$ cat config.mk
export PLATFORM = sky130hd
export DESIGN_NAME = ysyx_bus_arb
export DESIGN_NICKNAME = d
export VERILOG_FILES = /design/src/rtl/ysyx_bus_arb.sv
export SDC_FILE = /design/constraint.sdc
export NUM_CORES = 1
export LEC_CHECK = 0
export BUFFER_PORTS_ARGS = -buffer_cell sky130_fd_sc_hd__buf_2
export CELL_PAD_IN_SITES_DETAIL_PLACEMENT = 1
export CELL_PAD_IN_SITES_GLOBAL_PLACEMENT = 1
export CORE_UTILIZATION = 28
export DETAILED_ROUTE_END_ITERATION = 10
export PLACE_DENSITY_LB_ADDON = 0.1
export SETUP_SLACK_MARGIN = 0.2
export SLEW_MARGIN = 40
export SYNTH_ARGS = -nofsm -noshare
export SYNTH_HDL_FRONTEND = slang
export SYNTH_SLANG_ARGS = --single-unit
$ cat constraint.sdc
create_clock -name clk -period 2.53 [get_ports clk]
set_input_delay 0.3795 -clock clk [delete_from_list [all_inputs] [get_ports clk]]
set_output_delay 0.3795 -clock clk [all_outputs]
set_load 0.05 [all_outputs]
$ cat src/rtl/ysyx_bus_arb.sv
// rtl/ysyx_bus_arb.sv - single-port memory arbiter for fetch, load and store requesters
// Optional YSYX_BUS_ARB_RR_EN: round-robin between fetch and LSU instead of fixed LSU priority.
module ysyx_bus_arb #(
    parameter int BIT_W = 32
) (
    input  logic             clk,
    input  logic             rst,
    input  logic [BIT_W-1:0] ifu_araddr,
    input  logic             ifu_arvalid,
    output logic [BIT_W-1:0] ifu_rdata,
    output logic             ifu_rvalid,
    input  logic [BIT_W-1:0] lsu_araddr,
    input  logic             lsu_arvalid,
    input  logic [7:0]       lsu_rstrb,
    output logic [BIT_W-1:0] lsu_rdata,
    output logic             lsu_rvalid,
    input  logic [BIT_W-1:0] lsu_awaddr,
    input  logic             lsu_awvalid,
    input  logic [BIT_W-1:0] lsu_wdata,
    input  logic [7:0]       lsu_wstrb,
    input  logic             lsu_wvalid,
    output logic             lsu_wready,
    output logic [BIT_W-1:0] mem_addr,
    output logic             mem_we,
    output logic [BIT_W-1:0] mem_wdata,
    output logic [7:0]       mem_strb,
    output logic             mem_valid,
    input  logic             mem_ready,
    input  logic [BIT_W-1:0] mem_rdata,
    input  logic             mem_resp_valid
);

    localparam logic [2:0] IDLE        = 3'd0;
    localparam logic [2:0] IFU_REQ     = 3'd1;
    localparam logic [2:0] IFU_WAIT    = 3'd2;
    localparam logic [2:0] LSU_RD_REQ  = 3'd3;
    localparam logic [2:0] LSU_RD_WAIT = 3'd4;
    localparam logic [2:0] LSU_WR_REQ  = 3'd5;
    localparam logic [2:0] LSU_WR_WAIT = 3'd6;

    logic [2:0]       state;
    logic [BIT_W-1:0] req_addr;
    logic [BIT_W-1:0] req_wdata;
    logic [7:0]       req_strb;
    logic             req_we;
    logic             gap;

    logic store_pend;
    logic lsu_pend;
    logic pick_lsu;
    logic grant_ifu;
    logic grant_store;
    logic grant_load;
    logic in_req;

    assign store_pend = lsu_awvalid & lsu_wvalid;
    assign lsu_pend   = store_pend | lsu_arvalid;

`ifdef YSYX_BUS_ARB_RR_EN
    // rr_ptr=1 means the fetch side wins the next contested grant
    logic rr_ptr;
    assign pick_lsu = lsu_pend & (~ifu_arvalid | ~rr_ptr);
`else
    assign pick_lsu = lsu_pend;
`endif

    assign grant_ifu   = ifu_arvalid & ~pick_lsu;
    assign grant_store = pick_lsu & store_pend;
    assign grant_load  = pick_lsu & ~store_pend;

    always_ff @(posedge clk or posedge rst) begin
        if (rst) begin
            state     <= IDLE;
            req_addr  <= '0;
            req_wdata <= '0;
            req_strb  <= '0;
            req_we    <= 1'b0;
            gap       <= 1'b0;
`ifdef YSYX_BUS_ARB_RR_EN
            rr_ptr    <= 1'b0;
`endif
        end else begin
            case (state)
                IDLE: begin
                    // the cycle after a completion is skipped so the served master can drop its valid
                    if (gap) begin
                        gap <= 1'b0;
                    end else if (grant_ifu | pick_lsu) begin
`ifdef YSYX_BUS_ARB_RR_EN
                        rr_ptr <= pick_lsu;
`endif
                        if (grant_store) begin
                            state     <= LSU_WR_REQ;
                            req_addr  <= lsu_awaddr;
                            req_wdata <= lsu_wdata;
                            req_strb  <= lsu_wstrb;
                            req_we    <= 1'b1;
                        end else if (grant_load) begin
                            state     <= LSU_RD_REQ;
                            req_addr  <= lsu_araddr;
                            req_wdata <= '0;
                            req_strb  <= lsu_rstrb;
                            req_we    <= 1'b0;
                        end else begin
                            state     <= IFU_REQ;
                            req_addr  <= ifu_araddr;
                            req_wdata <= '0;
                            req_strb  <= 8'hf;
                            req_we    <= 1'b0;
                        end
                    end
                end
                IFU_REQ:     if (mem_ready) state <= IFU_WAIT;
                LSU_RD_REQ:  if (mem_ready) state <= LSU_RD_WAIT;
                LSU_WR_REQ:  if (mem_ready) state <= LSU_WR_WAIT;
                IFU_WAIT, LSU_RD_WAIT, LSU_WR_WAIT: begin
                    if (mem_resp_valid) begin
                        state <= IDLE;
                        gap   <= 1'b1;
                    end
                end
                default: state <= IDLE;
            endcase
        end
    end

    assign in_req = (state == IFU_REQ) | (state == LSU_RD_REQ) | (state == LSU_WR_REQ);

    assign mem_valid = in_req;
    assign mem_addr  = in_req ? req_addr  : '0;
    assign mem_wdata = in_req ? req_wdata : '0;
    assign mem_strb  = in_req ? req_strb  : 8'h0;
    assign mem_we    = in_req & req_we;

    assign ifu_rvalid = (state == IFU_WAIT) & mem_resp_valid;
    assign lsu_rvalid = (state == LSU_RD_WAIT) & mem_resp_valid;
    assign lsu_wready = (state == LSU_WR_WAIT) & mem_resp_valid;
    assign ifu_rdata  = ifu_rvalid ? mem_rdata : '0;
    assign lsu_rdata  = lsu_rvalid ? mem_rdata : '0;

endmodule

==> impl_metrics.toml <==
[logic_synthesis]
ys_ff_latch = 77
yosysUniqueCellTypes = 28
synth-main-ff-cell = "dfrtp_1"
synth_cells = 578
synth-seq-area-share = 0.417
synth_nets = 762
synthArstFlopShare = 1.00
yosysWarnings = 0
synth_area_per_cell_um2 = 7.99
syn_area_um2 = 4620
synth_enable_flop_cells = 0

[critical_path]
crit_buf_inv = 3
crit_required_ns = 2.15
cp_slowest_stage_delay_ns = 0.48
worst_setup_path_end_kind = "primary output"
critPathLaunchType = "flop"
worstPathArrival_ns = 1.87
crit_type = "reg2out"
worstPathMaxFanout = 32
cp_slowest_cell = "dfrtp_2"
crit_path_cell_trace = "a21bo_2, inv_4, buf_12, and2_1, buf_2"
critPathTopFamily = "buffers and inverters"

[floorplanning]
die_width_um = 130
core_um2 = 16000
die_h_um = 130
placementRows = 46
io_pins = 325
initial_core_util = 0.289
die-area_um2 = 17000

[drt]
first_pass_iters = 4
wirelength_um = 17200
wl_met3_um = 1000
vias_per_cell = 4.51
num_vias = 4978
antenna_left = 0
wl_met2_um = 8640
drt_iter0_drc = 119
drc = 0
wl_per_cell_um = 15.6
routed.top_layer = "met4"
m1WireLength_um = 7390

[global_routing]
track_usage = 0.196
antenna_found_initial = 1
grt_first_pass_wirelength_um = 25400
grt_max_degree = 77
grt_pass1_vias = 4909
grt.overflow.total = 0

[sta]
fin_skew_ns = 0.0100
setup_viol = 0
finalSetupTns_ns = 0
fmax_mhz = 446
finalCritPeriodShare = 0.887
tightest_slew_ns = 0.695
rsz0062_at_grt = "false"
final_hold_viol_count = 0
relSlewSlack = 0.536
maxSlewViolCount = 0
period_minus_slack_ns = 2.24

[outcome]
status = "finished clean"

[pwr]
p_sw_mw = 3.60
p_sw_frac = 0.500
combPwrFrac = 0.551
p_per_area_nw_per_um2 = 1040
power_mw = 7.20
power.leakage_nw = 3.95
clkPwrFrac = 0.164
seq_power_share = 0.285
p_int_mw = 3.60
ir_worst_vdd_mv = 0.400

[flow_run]
cap_violations = 0

[layout]
drive_gt1_frac = 0.415
area_delta_synth_final_pct = 49.6
final_cell_mix = "282 x buf_2, 137 x and2_1, 107 x nand2_1"
nNetsFinal = 1066
final_common_cell = "buf_2"

[clock_tree]
clkLatencyLatePin_ns = 0.33
cts_root_buffer = "clkbuf_16"
clock_sinks = 77
cts_made_buffers = 9
cts_tree = "done"
clk_pin_slew_ns = 0.06
cts.htree.levels = 3
cts_buffer_depth = 2

[place]
dpl.hpwl_um = 13000
io_buffers = 324
place_congestion = 0.770

[min_path]
hp-class = "in2async"
==> final cells by class <==
type | instances | area [um^2]
Antenna cell | 1 | 2.50
Clock inverter | 7 | 51.3
Inverter | 2 | 13.8
Multi-Input combinational cell | 450 | 2490
Timing Repair Buffer | 342 | 1930
Tap cell | 216 | 270
Clock buffer | 9 | 225
Fill cell | 2069 | 9090
Sequential cell | 77 | 1930
==> final timing paths <==
path / to / slack (ns) / depth (start not counted) / startpoint
max in group asynchronous: state[2] / 1.71 / 3 / rst
hold / removal: req_addr[14] / 0.15 / 2 / rst
setup reg to reg: req_addr[9] / 0.78 / 6 / state[0]
setup / recovery: mem_addr[17] / 0.29 / 5 / state[2]
hold reg to reg: req_wdata[7] / 0.46 / 2 / req_wdata[7]
min in group clk: state[0] / 0.26 / 2 / mem_ready
==> power by group through the flow <==
stage / logic [mW] / clock network [mW] / registers, mW
floorplan: 2.89 / 0 / 1.91
global route: 4.30 / 1.27 / 2.12
CTS: 3.95 / 1.23 / 2.07
finish: 3.97 / 1.18 / 2.05
detailed placement: 3.76 / 0 / 2.08
global placement: 3.65 / 0 / 2.07
==> metal layers <==
layer  vias to the layer above  track usage
met1                      2297        0.242
met5                         -            0
met4                         0       0.0500
li1                       2487            -
met3                        12       0.0411
met2                       182        0.346
==> logic make-up (layout without fill, tap and decap cells) <==
group / Yosys count / in the layout / synth area share
mux: 32 / 32 / 0.0693
compound gates: 91 / 91 / 0.105
other cells: 0 / 1 / 0
buf+inv: 51 / 360 / 0.0471
flops: 77 / 77 / 0.417
simple gates: 327 / 327 / 0.362
==> state kept, by name, summed over array words and instances (netlist names) <==
| register | count |
|---|---|
| req_strb | 8 |
| state | 3 |
| req_addr | 32 |
| gap | 1 |
| req_wdata | 32 |
| req_we | 1 |
==> repair_timing <==
action | CTS | global route
pin swaps | 0 | 0
hold buffers | 0 | 0
endpoints found under the setup margin | 128 | 98
buffers inserted | 0 | 5
cloned | 1 | 0
resized for setup | 41 | 9
endpoints found under the hold margin | 0 | 0
==> through the flow <==
stage	utilization	std cells	cell area, um^2	hold slack (ns)	setup WS [ns]
after CTS	0.428	1098	6850	0.175	0.219
after global routing	0.432	1104	6910	0.194	0.195
after detailed placement	0.403	1081	6440	0.450	0.407
after floorplan	-	578	4630	0.430	0.291
final	0.432	1104	6910	0.151	0.285
after global placement	0.403	1081	6440	0.441	0.484
==> synth_stat cells (2+ instances only) <==
cell / number / area (um^2)
clkbuf_1: 38 / 143
nand2_1: 107 / 402
nand3b_1: 4 / 30.0
nor2b_1: 2 / 12.5
o21ai_0: 5 / 25.0
and2_1: 138 / 863
nand3_1: 32 / 160
and3_1: 5 / 31.3
dfrtp_1: 77 / 1930
buf_2: 9 / 45.0
a21oi_1: 37 / 185
nor2_1: 35 / 131
buf_6: 2 / 22.5
mux2i_1: 32 / 320
o21ai_1: 42 / 210
Power figures use the tool's default switching activity.
